File: src/rtl/bram_rd_sched.sv
// BRAM read sequencer: streams len 64-bit words from base_addr as 32-bit beats, upper half first.
// Optional BRAM_RD_ABORT_EN adds an abort input that terminates a transfer early.
module bram_rd_sched #(
    parameter int unsigned ADDR_W = 10,
    parameter int unsigned LEN_W  = 10
) (
    input  logic              clk,
    input  logic              rst_n,
    input  logic              start,
    input  logic [ADDR_W-1:0] base_addr,
    input  logic [LEN_W-1:0]  len,
    output logic              busy,
    output logic              done,
    output logic              bram_en,
    output logic [ADDR_W-1:0] bram_addr,
    input  logic [63:0]       bram_dout,
    output logic [31:0]       m_tdata,
    output logic              m_tvalid,
    input  logic              m_tready,
`ifdef BRAM_RD_ABORT_EN
    input  logic              abort,
`endif
    output logic              m_tlast
);

    localparam logic [2:0] S_IDLE  = 3'd0;
    localparam logic [2:0] S_FETCH = 3'd1;
    localparam logic [2:0] S_WAIT  = 3'd2;
    localparam logic [2:0] S_HI    = 3'd3;
    localparam logic [2:0] S_LO    = 3'd4;
    localparam logic [2:0] S_DONE  = 3'd5;

    logic [2:0]        state;
    logic [ADDR_W-1:0] cur_addr;
    logic [LEN_W-1:0]  words_left;
    logic [63:0]       hold;
    logic [63:0]       pf_reg;
    logic              pf_valid;
    logic              pf_pending;

    logic hs;
    logic last_word;
    logic prefetch;
    logic abort_req;

    always_comb begin
        m_tvalid  = (state == S_HI) || (state == S_LO);
        hs        = m_tvalid && m_tready;
        last_word = (words_left == LEN_W'(1));
        // Next word is requested as the upper half leaves, so it lands in time for the next HI.
        prefetch  = (state == S_HI) && hs && !last_word;
        bram_en   = (state == S_FETCH) || prefetch;
        bram_addr = bram_en ? cur_addr : '0;
        busy      = (state != S_IDLE);
        done      = (state == S_DONE);
        m_tlast   = (state == S_LO) && last_word;
        if (state == S_HI)
            m_tdata = hold[63:32];
        else if (state == S_LO)
            m_tdata = hold[31:0];
        else
            m_tdata = '0;
`ifdef BRAM_RD_ABORT_EN
        abort_req = abort && (state == S_FETCH || state == S_WAIT ||
                              state == S_HI || state == S_LO);
`else
        abort_req = 1'b0;
`endif
    end

    always_ff @(posedge clk or negedge rst_n) begin
        if (!rst_n) begin
            state      <= S_IDLE;
            cur_addr   <= '0;
            words_left <= '0;
            hold       <= '0;
            pf_reg     <= '0;
            pf_valid   <= 1'b0;
            pf_pending <= 1'b0;
        end else begin
            case (state)
                S_IDLE: begin
                    if (start) begin
                        cur_addr   <= base_addr;
                        words_left <= len;
                        pf_valid   <= 1'b0;
                        pf_pending <= 1'b0;
                        state      <= (len != '0) ? S_FETCH : S_DONE;
                    end
                end
                S_FETCH: begin
                    cur_addr <= cur_addr + ADDR_W'(1);
                    state    <= S_WAIT;
                end
                S_WAIT: begin
                    hold  <= bram_dout;
                    state <= S_HI;
                end
                S_HI: begin
                    pf_pending <= prefetch;
                    if (prefetch)
                        cur_addr <= cur_addr + ADDR_W'(1);
                    if (hs)
                        state <= S_LO;
                end
                S_LO: begin
                    pf_pending <= 1'b0;
                    // BRAM output is only valid for one cycle; park it if the consumer stalls.
                    if (pf_pending) begin
                        pf_reg   <= bram_dout;
                        pf_valid <= 1'b1;
                    end
                    if (hs) begin
                        if (last_word) begin
                            state <= S_DONE;
                        end else begin
                            hold       <= pf_valid ? pf_reg : bram_dout;
                            pf_valid   <= 1'b0;
                            words_left <= words_left - LEN_W'(1);
                            state      <= S_HI;
                        end
                    end
                end
                S_DONE: begin
                    pf_valid   <= 1'b0;
                    pf_pending <= 1'b0;
                    state      <= S_IDLE;
                end
                default: state <= S_IDLE;
            endcase
            if (abort_req) begin
                pf_valid   <= 1'b0;
                pf_pending <= 1'b0;
                state      <= S_DONE;
            end
        end
    end

endmodule

File: config.mk
export PLATFORM = sky130hd
export DESIGN_NAME = bram_rd_sched
export DESIGN_NICKNAME = d
export VERILOG_FILES = /design/src/rtl/bram_rd_sched.sv
export SDC_FILE = /design/constraint.sdc
export NUM_CORES = 1
export LEC_CHECK = 0
export ABC_AREA = 1
export CAP_MARGIN = 20
export CORE_UTILIZATION = 40
export CTS_CLUSTER_DIAMETER = 150
export DETAILED_ROUTE_END_ITERATION = 10
export SLEW_MARGIN = 20
export SYNTH_ARGS = -nofsm -noshare
export SYNTH_HDL_FRONTEND = slang
export SYNTH_SLANG_ARGS = --single-unit
export TNS_END_PERCENT = 100
File: constraint.sdc
create_clock -name clk -period 2.4 [get_ports clk]
set_clock_uncertainty 0.2 [all_clocks]
set_input_delay 0.48 -clock clk [delete_from_list [all_inputs] [get_ports clk]]
set_output_delay 0.48 -clock clk [all_outputs]
set_load 0.02 [all_outputs]
==> reports/qor.yml, run 1 <==
outcome: "complete, but fails checks"
violations: "negative setup slack"
switching_power_w: 0.00538
yosys-top-cells-area: "dfrtp_1, nand2_1, o21ai_1, o21a_1, inv_1"
dpl-instance-area_sq_um: 9660
dpl.cell_count: 1356
yosys_warnings: 0
fin_tns_setup_ns: -0.000678
finalCritPeriodShare_pct: 100
track_usage_pct: 20.7
timing.slew.headroom_pct: 69.5
slowest_delay_ns: 0.39
min_period_ns: 2.40
synthCells: 971
routabilityCongestion: 0.885
p_sw_share_pct: 40.6
cp_slowest_cell: "dfrtp_1"
wire_per_inst_microns: 14.1
io-pin-count: 135
final_max_slew_viol_count: 0
synth_common_cells: "nand2_1, dfrtp_1, o21ai_1"
crit_type: "flop to output pin"
clockBufferDepth: 2
grt.overflow.total: 0
antenna_found_initial: 0
seq_area_sq_um: 3830
seq_area_frac_synth_pct: 49.3
drt-total-wl_microns: 19900
cts_tree: "built"
cts_made_buffers: 17
drt-pass1-iter-count: 6
crit_chain: "inv_2, ha_4, nand2_4, nor2_4, nand3_4, nand2_4, a21oi_1, buf_2"
crit_required_ns: 1.72
vdd_ir_drop_max_mv: 0.824
die_height_microns: 141
portBuffers: 134
viasPerCell: 4.76
cp_data_arrival_time_ns: 1.72
power_w: 0.0132
synth.top_cell.area_share_pct: 49.3
fin_ws_ns: -0.000678
ys_ff_latch: 153
combinationalPowerShare_pct: 45.6
worstPathMaxFanout: 6
grt_max_degree: 79
multiInputGateArea_sq_um: 3420
drc: 0
hp-class: "flop to flop"
synth_area_per_cell_sq_um: 7.99
p_leak_nw: 5.14
async_flop_share_pct: 100
r2r_cells: 16
final_nets: 1227
ys.flop_type: "dfrtp_1"
clk_latency_ns: 0.42
synth_edf_count: 0
die_area_sq_um: 20000
worst_pin_slew_ns: 0.457
holdPathStages: 2
final_cell_area_sq_um: 10600
synth_nets: 1062
clkPwrFrac_pct: 19.5
synth.distinct_cells: 33
hold_viol_final: 0
maxCapViolations: 0
detail-route-antenna-nets: 0
start_util_pct: 41.1
crit_path_frequent_cell: "nand2_4"
grt_pass1_wl_microns: 32500
via_count: 6700
clk_pin_slew_ns: 0.06
cts_max_level: 4
core_sq_um: 18900
layout-drive-gt1-share_pct: 16.6
fillers: 1757
place_hpwl_microns: 12800
grt_pass1_vias: 6382
layout-area-overhead-vs-synth_pct: 36.8
grt_setup_unrepaired: "true"
powerDensity_nw_per_um2: 1250
cp.depth: 8
cp_top_family: "simple AND/OR/NAND/NOR gates"
crit_buf_inv: 2
critical_path.endpoint_type: "output pin"
yosysMostFrequentCell: "nand2_1"
die_w_microns: 141
instances_no_fill: 1409
finalSetupViolations: 1
num_rows: 50
synth_top_area_cell: "dfrtp_1"
p_int_w: 0.00786
num_antenna_cells: 0
drt_first_iter_violations: 413
fmax_mhz: 417
critPathLaunchType: "flop"
seq_power_share_pct: 34.9
pre_cts_slack_ns: -0.468
synth_area_sq_um: 7760
cts_root_buf: "clkbuf_16"
clock-sinks: 153
==> worst paths after layout <==
kind,start,endpoint,slack (ns)
worst max-delay path,words_left[1]$_DFFE_PN0P_,bram_addr[8],-0.0007
worst min-delay path,pf_reg[47]$_DFFE_PN0P_,pf_reg[47]$_DFFE_PN0P_,0.29
worst max register to register,words_left[1]$_DFFE_PN0P_,pf_valid$_DFFE_PN0P_,0.13
worst min register to register,pf_reg[47]$_DFFE_PN0P_,pf_reg[47]$_DFFE_PN0P_,0.29
max in group asynchronous,rst_n,hold[17]$_DFFE_PN0P_,0.96
min in group asynchronous,rst_n,words_left[5]$_DFFE_PN0P_,0.37
==> layer usage <==
metal	GRT usage, %	up-vias	wire (microns)
met4	5.95	0	217
met2	31.3	159	8930
met5	0	-	0
met3	4.83	18	975
met1	29.6	3037	9750
li1	-	3486	-
==> through the flow <==
step | hold slack (ns) | util (%)
floorplan | -0.0156 | -
global placement | 0.246 | 51.1
detailed placement | 0.252 | 51.1
CTS | 0.289 | 54.0
global route | 0.307 | 56.2
finish | 0.289 | 56.2
==> power by group through the flow <==
stage,clock network (W),logic [W],registers [W]
final,0.00258,0.00603,0.00462
after global routing,0.00275,0.00675,0.00477
after CTS,0.00265,0.00549,0.00460
after detailed placement,0,0.00553,0.00461
after global placement,0,0.00544,0.00459
after floorplan,0,0.00364,0.00438
==> worst reg2reg max path: stages, from the launching register on <==
cell and delay (ns):
dfrtp_1 0.39, inv_2 0.09, ha_4 0.14, nand2_4 0.05, nor2_4 0.15, buf_6 0.11
nand4_1 0.11, buf_4 0.16, buf_4 0.12, buf_4 0.12, buf_6 0.10, buf_6 0.10
buf_6 0.10, buf_6 0.11, nand3_4 0.05, o21ai_2 0.05, nand2_1 0.07
==> cell families after synthesis <==
group,count (synthesis),synth area share [%]
simple gates,402,20.6
flops,153,49.3
buf+inv,154,8.70
compound gates,253,20.2
xor+xnor,5,0.564
mux,1,0.129
fa+ha+maj,3,0.484
==> layout make-up <==
class	count	area share, %
Multi-Input combinational cell	665	32.2
Inverter	98	3.68
Tap cell	260	3.06
Clock inverter	14	1.25
Timing Repair Buffer	201	19.7
Clock buffer	18	4.04
Sequential cell	153	36.1
==> cell usage in the layout (no fill, tap or decap), drive strengths merged, types with 16 or more instances in the layout <==
| cell type | synthesis | layout |
|---|---|---|
| nor2 | 28 | 28 |
| o21ai | 142 | 142 |
| inv | 98 | 104 |
| clkbuf | 14 | 21 |
| o21a | 64 | 64 |
| nand3 | 16 | 16 |
| nand2 | 346 | 347 |
| a22o | 32 | 32 |
| clkdlybuf4s50 | 0 | 86 |
| buf | 42 | 109 |
| dfrtp | 153 | 153 |
==> what timing repair did <==
item,4_1_cts,5_1_grt
setup buffers,16,3
pin swaps,5,16
gates resized for setup,207,110
endpoints found under the setup margin,47,51
endpoints found under the hold margin,39,0
hold buffers,1,0
cloned,1,3
Power figures use the tool's default switching activity.
==> run 2, diff against run 1 <==
- CORE_ASPECT_RATIO: not set -> 1.1
==> reports/qor.yml, run 2 (synthesis gave the netlist of run 1 again) <==
seq_area_sq_um: 3830
p_leak_nw: 5.15
powerDensity_nw_per_um2: 1270
wire_per_inst_microns: 13.7
die_w_microns: 135
final_nets: 1224
outcome: "complete, but fails checks"
core_sq_um: 19000
violations: "negative setup slack"
drc: 0
num_rows: 53
grt_pass1_wl_microns: 31800
place_hpwl_microns: 12800
cts_made_buffers: 17
min_period_ns: 2.42
track_usage_pct: 20.2
die_height_microns: 148
crit_path_frequent_cell: "buf_12"
grt_pass1_vias: 6302
drt-pass1-iter-count: 5
grt.overflow.total: 0
clk_latency_ns: 0.42
fmax_mhz: 413
vdd_ir_drop_max_mv: 0.573
cp_top_family: "buffers and inverters"
clock-sinks: 153
cp_slowest_cell: "dfrtp_1"
pre_cts_slack_ns: -0.492
startpoint: "state[0]$_DFFE_PN0P_"
layout-area-overhead-vs-synth_pct: 36.1
fin_tns_setup_ns: -0.0842
multiInputGateArea_sq_um: 3390
met3_length_microns: 688
hold_viol_final: 0
top_layer: "met4"
grt_max_degree: 58
finalSetupViolations: 6
dr_wl_met2_microns: 8640
clockBufferDepth: 2
drt-total-wl_microns: 19100
cp.depth: 8
crit_required_ns: 1.72
viasPerCell: 4.75
final_cell_mix: "nand2_1, dfrtp_1, o21ai_1"
timing.rr.start: "words_left[1]$_DFFE_PN0P_"
hp-class: "flop to flop"
cts_max_level: 4
critical_path.endpoint_type: "output pin"
layout-drive-gt1-share_pct: 16.1
drt_first_iter_violations: 365
crit_buf_inv: 5
fillers: 1750
layout_commonest_cell: "nand2_1"
timing.slew.headroom_pct: 68.8
routabilityCongestion: 0.827
final_max_slew_viol_count: 0
io-pin-count: 135
cts_root_buf: "clkbuf_16"
critPathLaunchType: "flop"
slowest_delay_ns: 0.43
clk_pin_slew_ns: 0.06
crit_type: "flop to output pin"
portBuffers: 134
antenna_found_initial: 0
crit_chain: "inv_2, nor2_4, nand2_2, inv_4, buf_12, buf_12, a22o_1, buf_6"
finalCritPeriodShare_pct: 101
die_area_sq_um: 20000
r2r-end: "hold[18]$_DFFE_PN0P_"
cp_data_arrival_time_ns: 1.74
fin_ws_ns: -0.0200
num_antenna_cells: 0
endpoint: "m_tdata[29]"
start_util_pct: 40.8
worstPathMaxFanout: 8
via_count: 6615
rrSetupSlack_ns: 0.22
detail-route-antenna-nets: 0
wl_met1_microns: 9550
worst_pin_slew_ns: 0.468
whs_ns: 0.278
r2r_cells: 12
maxCapViolations: 0
grt_setup_unrepaired: "true"
cts_tree: "built"
run 2: cell count changes in the layout (fill, tap and decap cells not counted), sizes merged:
cell,previous run,this run
buf,109,107
bufinv,0,5
clkbuf,21,20
clkinv,6,5
inv,104,100
run 2: metal layers:
metal	global-route usage [%]	vias up
met5	0	-
met4	5.51	0
met3	3.34	13
met2	31.2	126
met1	29.2	3006
li1	-	3470
run 2: how the worst min path moves through the flow:
stage,start,end,slack [ns],depth (start not counted)
finish,pf_valid$_DFFE_PN0P_,pf_valid$_DFFE_PN0P_,0.28,2
global route,hold[34]$_DFFE_PN0P_,hold[34]$_DFFE_PN0P_,0.31,2
CTS,pf_valid$_DFFE_PN0P_,pf_valid$_DFFE_PN0P_,0.28,2
detailed placement,rst_n,words_left[5]$_DFFE_PN0P_,0.25,1
global placement,rst_n,words_left[5]$_DFFE_PN0P_,0.26,1
floorplan,rst_n,cur_addr[0]$_DFFE_PN0P_,-0.02,0
run 2: report_power, final:
part           total (W)  leakage [nW]  switching [W]  internal [W]
clock network    0.00297         0.317        0.00109       0.00188
logic            0.00586          3.06        0.00326       0.00260
registers        0.00457          1.77       0.000775       0.00380
run 2: tightest hold or removal path, delay by kind of cell, from the launching register on:
| family | cells | cell delay (ns) |
|---|---|---|
| DFF | 1 | 0.34 |
| and+or+nand+nor | 2 | 0.11 |
run 2: through the flow:
| step | cells | cell area (sq um) | util, % | total power [W] |
|---|---|---|---|---|
| after floorplan | 971 | 7760 | - | 0.00802 |
| final | 1393 | 10600 | 55.5 | 0.0134 |
| after detailed placement | 1349 | 9700 | 50.9 | 0.0102 |
| after CTS | 1392 | 10300 | 54.3 | 0.0132 |
| after global placement | 1349 | 9700 | 50.9 | 0.0101 |
| after global routing | 1393 | 10600 | 55.5 | 0.0145 |
run 2: repair_timing:
| action | in CTS | in global routing |
|---|---|---|
| pin swaps | 4 | 9 |
| setup endpoints to repair | 47 | 54 |
| buffers inserted | 9 | 1 |
| hold buffers | 1 | 0 |
| resized for setup | 219 | 67 |
| gates cloned | 1 | 0 |
| endpoints found under the hold margin | 39 | 0 |
run 2: cell type report:
class,instances,area share (%)
well taps,247,2.93
clock inverters,14,2.07
inverters,98,3.55
multi-input cells,665,32.1
repair buffers,198,18.9
flip-flops and latches,153,36.3
clock buffers,18,4.16
==> run 3, diff against run 2 <==
- ABC_AREA: 1 -> not set
==> reports/qor.yml, run 3 <==
critical_path.endpoint_type: "output pin"
cts_max_level: 4
cts_tree: "built"
detail-route-antenna-nets: 0
timing.slew.headroom_pct: 64.1
routabilityCongestion: 0.885
die_w_microns: 132
power_w: 0.0135
track_usage_pct: 20.5
layout_commonest_cell: "dfrtp_1"
place_hpwl_microns: 12200
outcome: "complete, but fails checks"
maxCapViolations: 0
finalSetupViolations: 51
wire_per_inst_microns: 18.9
antenna_found_initial: 1
min_period_ns: 2.59
core_sq_um: 17900
async_flop_share_pct: 100
clockBufferDepth: 2
ys.flop_type: "dfrtp_1"
grt.overflow.total: 0
synth_common_cells: "dfrtp_1, nand2_1, o21ai_0"
ys_ff_latch: 153
grt_pass1_wl_microns: 30500
grt_setup_unrepaired: "true"
final_nets: 988
grt_max_degree: 51
cp_data_arrival_time_ns: 1.91
layout-area-overhead-vs-synth_pct: 53.7
powerDensity_nw_per_um2: 1180
cts_made_buffers: 17
num_rows: 51
clk_latency_ns: 0.42
synth_nets: 760
seq_area_frac_synth_pct: 51.6
drt-pass1-iter-count: 5
grt_pass1_vias: 5930
fmax_mhz: 386
min_from: "hold[44]$_DFFE_PN0P_"
clk_pin_slew_ns: 0.06
die_height_microns: 145
yosys-top-cells-area: "dfrtp_1, mux2_2, mux2i_1, o21ai_0, nand2_1"
postLayoutCoreUtil_pct: 63.6
critPathLaunchType: "flop"
timing.rr.start: "state[1]$_DFFE_PN0P_"
synthCells: 669
whs_ns: 0.281
start_util_pct: 41.4
finalCritPeriodShare_pct: 108
drc: 0
p_leak_nw: 4.97
crit_type: "flop to output pin"
viasPerCell: 5.29
synth_area_sq_um: 7420
synth_area_per_cell_sq_um: 11.1
fin_tns_setup_ns: -5.59
hp-class: "flop to flop"
via_count: 6073
layout-drive-gt1-share_pct: 35.3
die_area_sq_um: 19100
final_max_slew_viol_count: 0
cts_root_buf: "clkbuf_16"
worst_pin_slew_ns: 0.538
hold_viol_final: 0
drt_first_iter_violations: 224
vdd_ir_drop_max_mv: 0.558
synth_edf_count: 0
synth.top_cell.area_share_pct: 51.6
drt-total-wl_microns: 21700
yosys_warnings: 0
synth.distinct_cells: 56
worstPathMaxFanout: 8
io-pin-count: 135
crit_required_ns: 1.72
portBuffers: 134
final_cell_mix: "dfrtp_1, clkdlybuf4s50_1, nand2_1"
yosysMostFrequentCell: "dfrtp_1"
clock-sinks: 153
startpoint: "state[1]$_DFFE_PN0P_"
fin_ws_ns: -0.194
violations: "negative setup slack"
synth_top_area_cell: "dfrtp_1"
## run 3: cell families after synthesis
| group | synth area share [%] |
|---|---|
| AO/OA/AOI/OAI | 15.4 |
| adder cells (fa/ha/maj) | 0.506 |
| buffers and inverters | 4.32 |
| flip-flops | 51.6 |
| multiplexers | 18.5 |
| AND/OR/NAND/NOR | 9.72 |
## run 3: worst max-delay path: stages, from the launching register on
cell,delay (ns)
dfrtp_2,0.44
nor3b_4,0.37
buf_6,0.19
buf_16,0.14
buf_6,0.10
a22o_4,0.14
buf_6,0.11
## run 3: what timing repair did
item,in CTS,in global routing
hold endpoints to repair,44,0
setup endpoints to repair,48,172
buffers inserted,14,33
hold buffers,1,0
pin swaps,18,37
resized for setup,290,148
gates cloned,6,20
## run 3: final cells by class
| type | instances | area, sq um |
|---|---|---|
| Multi-Input combinational cell | 462 | 3640 |
| Clock inverter | 12 | 126 |
| Antenna cell | 1 | 2.50 |
| Fill cell | 1387 | 6530 |
| Inverter | 7 | 26.3 |
| Timing Repair Buffer | 256 | 3040 |
| Tap cell | 238 | 298 |
| Clock buffer | 20 | 437 |
| Sequential cell | 153 | 3830 |
## run 3: worst paths after layout
kind                                      endpoint  slack [ns]  cells past startpoint
hold / removal                hold[44]$_DFFE_PN0P_        0.28                      2
setup / recovery                        m_tdata[5]       -0.19                      6
setup reg to reg               hold[8]$_DFFE_PN0P_       -0.03                     10
max in group asynchronous      hold[3]$_DFFE_PN0P_        1.00                      3
min in group asynchronous  cur_addr[4]$_DFFE_PN0P_        0.39                      2
hold reg to reg               hold[44]$_DFFE_PN0P_        0.28                      2
## run 3: metal layers
layer	global-route usage [%]	share of wire (%)	vias up
met5	0	0.060	-
met4	6.12	1.8	2
met3	5.85	5.7	28
met2	34.7	49	167
met1	25.6	44	2995
li1	-	-	2881
## run 3: stage by stage
| stage | instance area, sq um | instances | setup WS [ns] |
|---|---|---|---|
| 6_report | 11400 | 1149 | -0.194 |
| 5_1_grt | 11400 | 1148 | -0.262 |
| 4_1_cts | 10400 | 1100 | -0.186 |
| 3_5_place_dp | 9430 | 1047 | -0.395 |
| 3_3_place_gp | 9430 | 1047 | -0.375 |
| 2_1_floorplan | 7420 | 669 | 0.0164 |
## run 3: power breakdown
| group | leakage (nW) | switching (W) | internal (W) |
|---|---|---|---|
| Clock | 0.262 | 0.00108 | 0.00152 |
| Combinational | 2.78 | 0.00290 | 0.00337 |
| Sequential | 1.93 | 0.000816 | 0.00382 |
| Total | 4.97 | 0.00479 | 0.00871 |
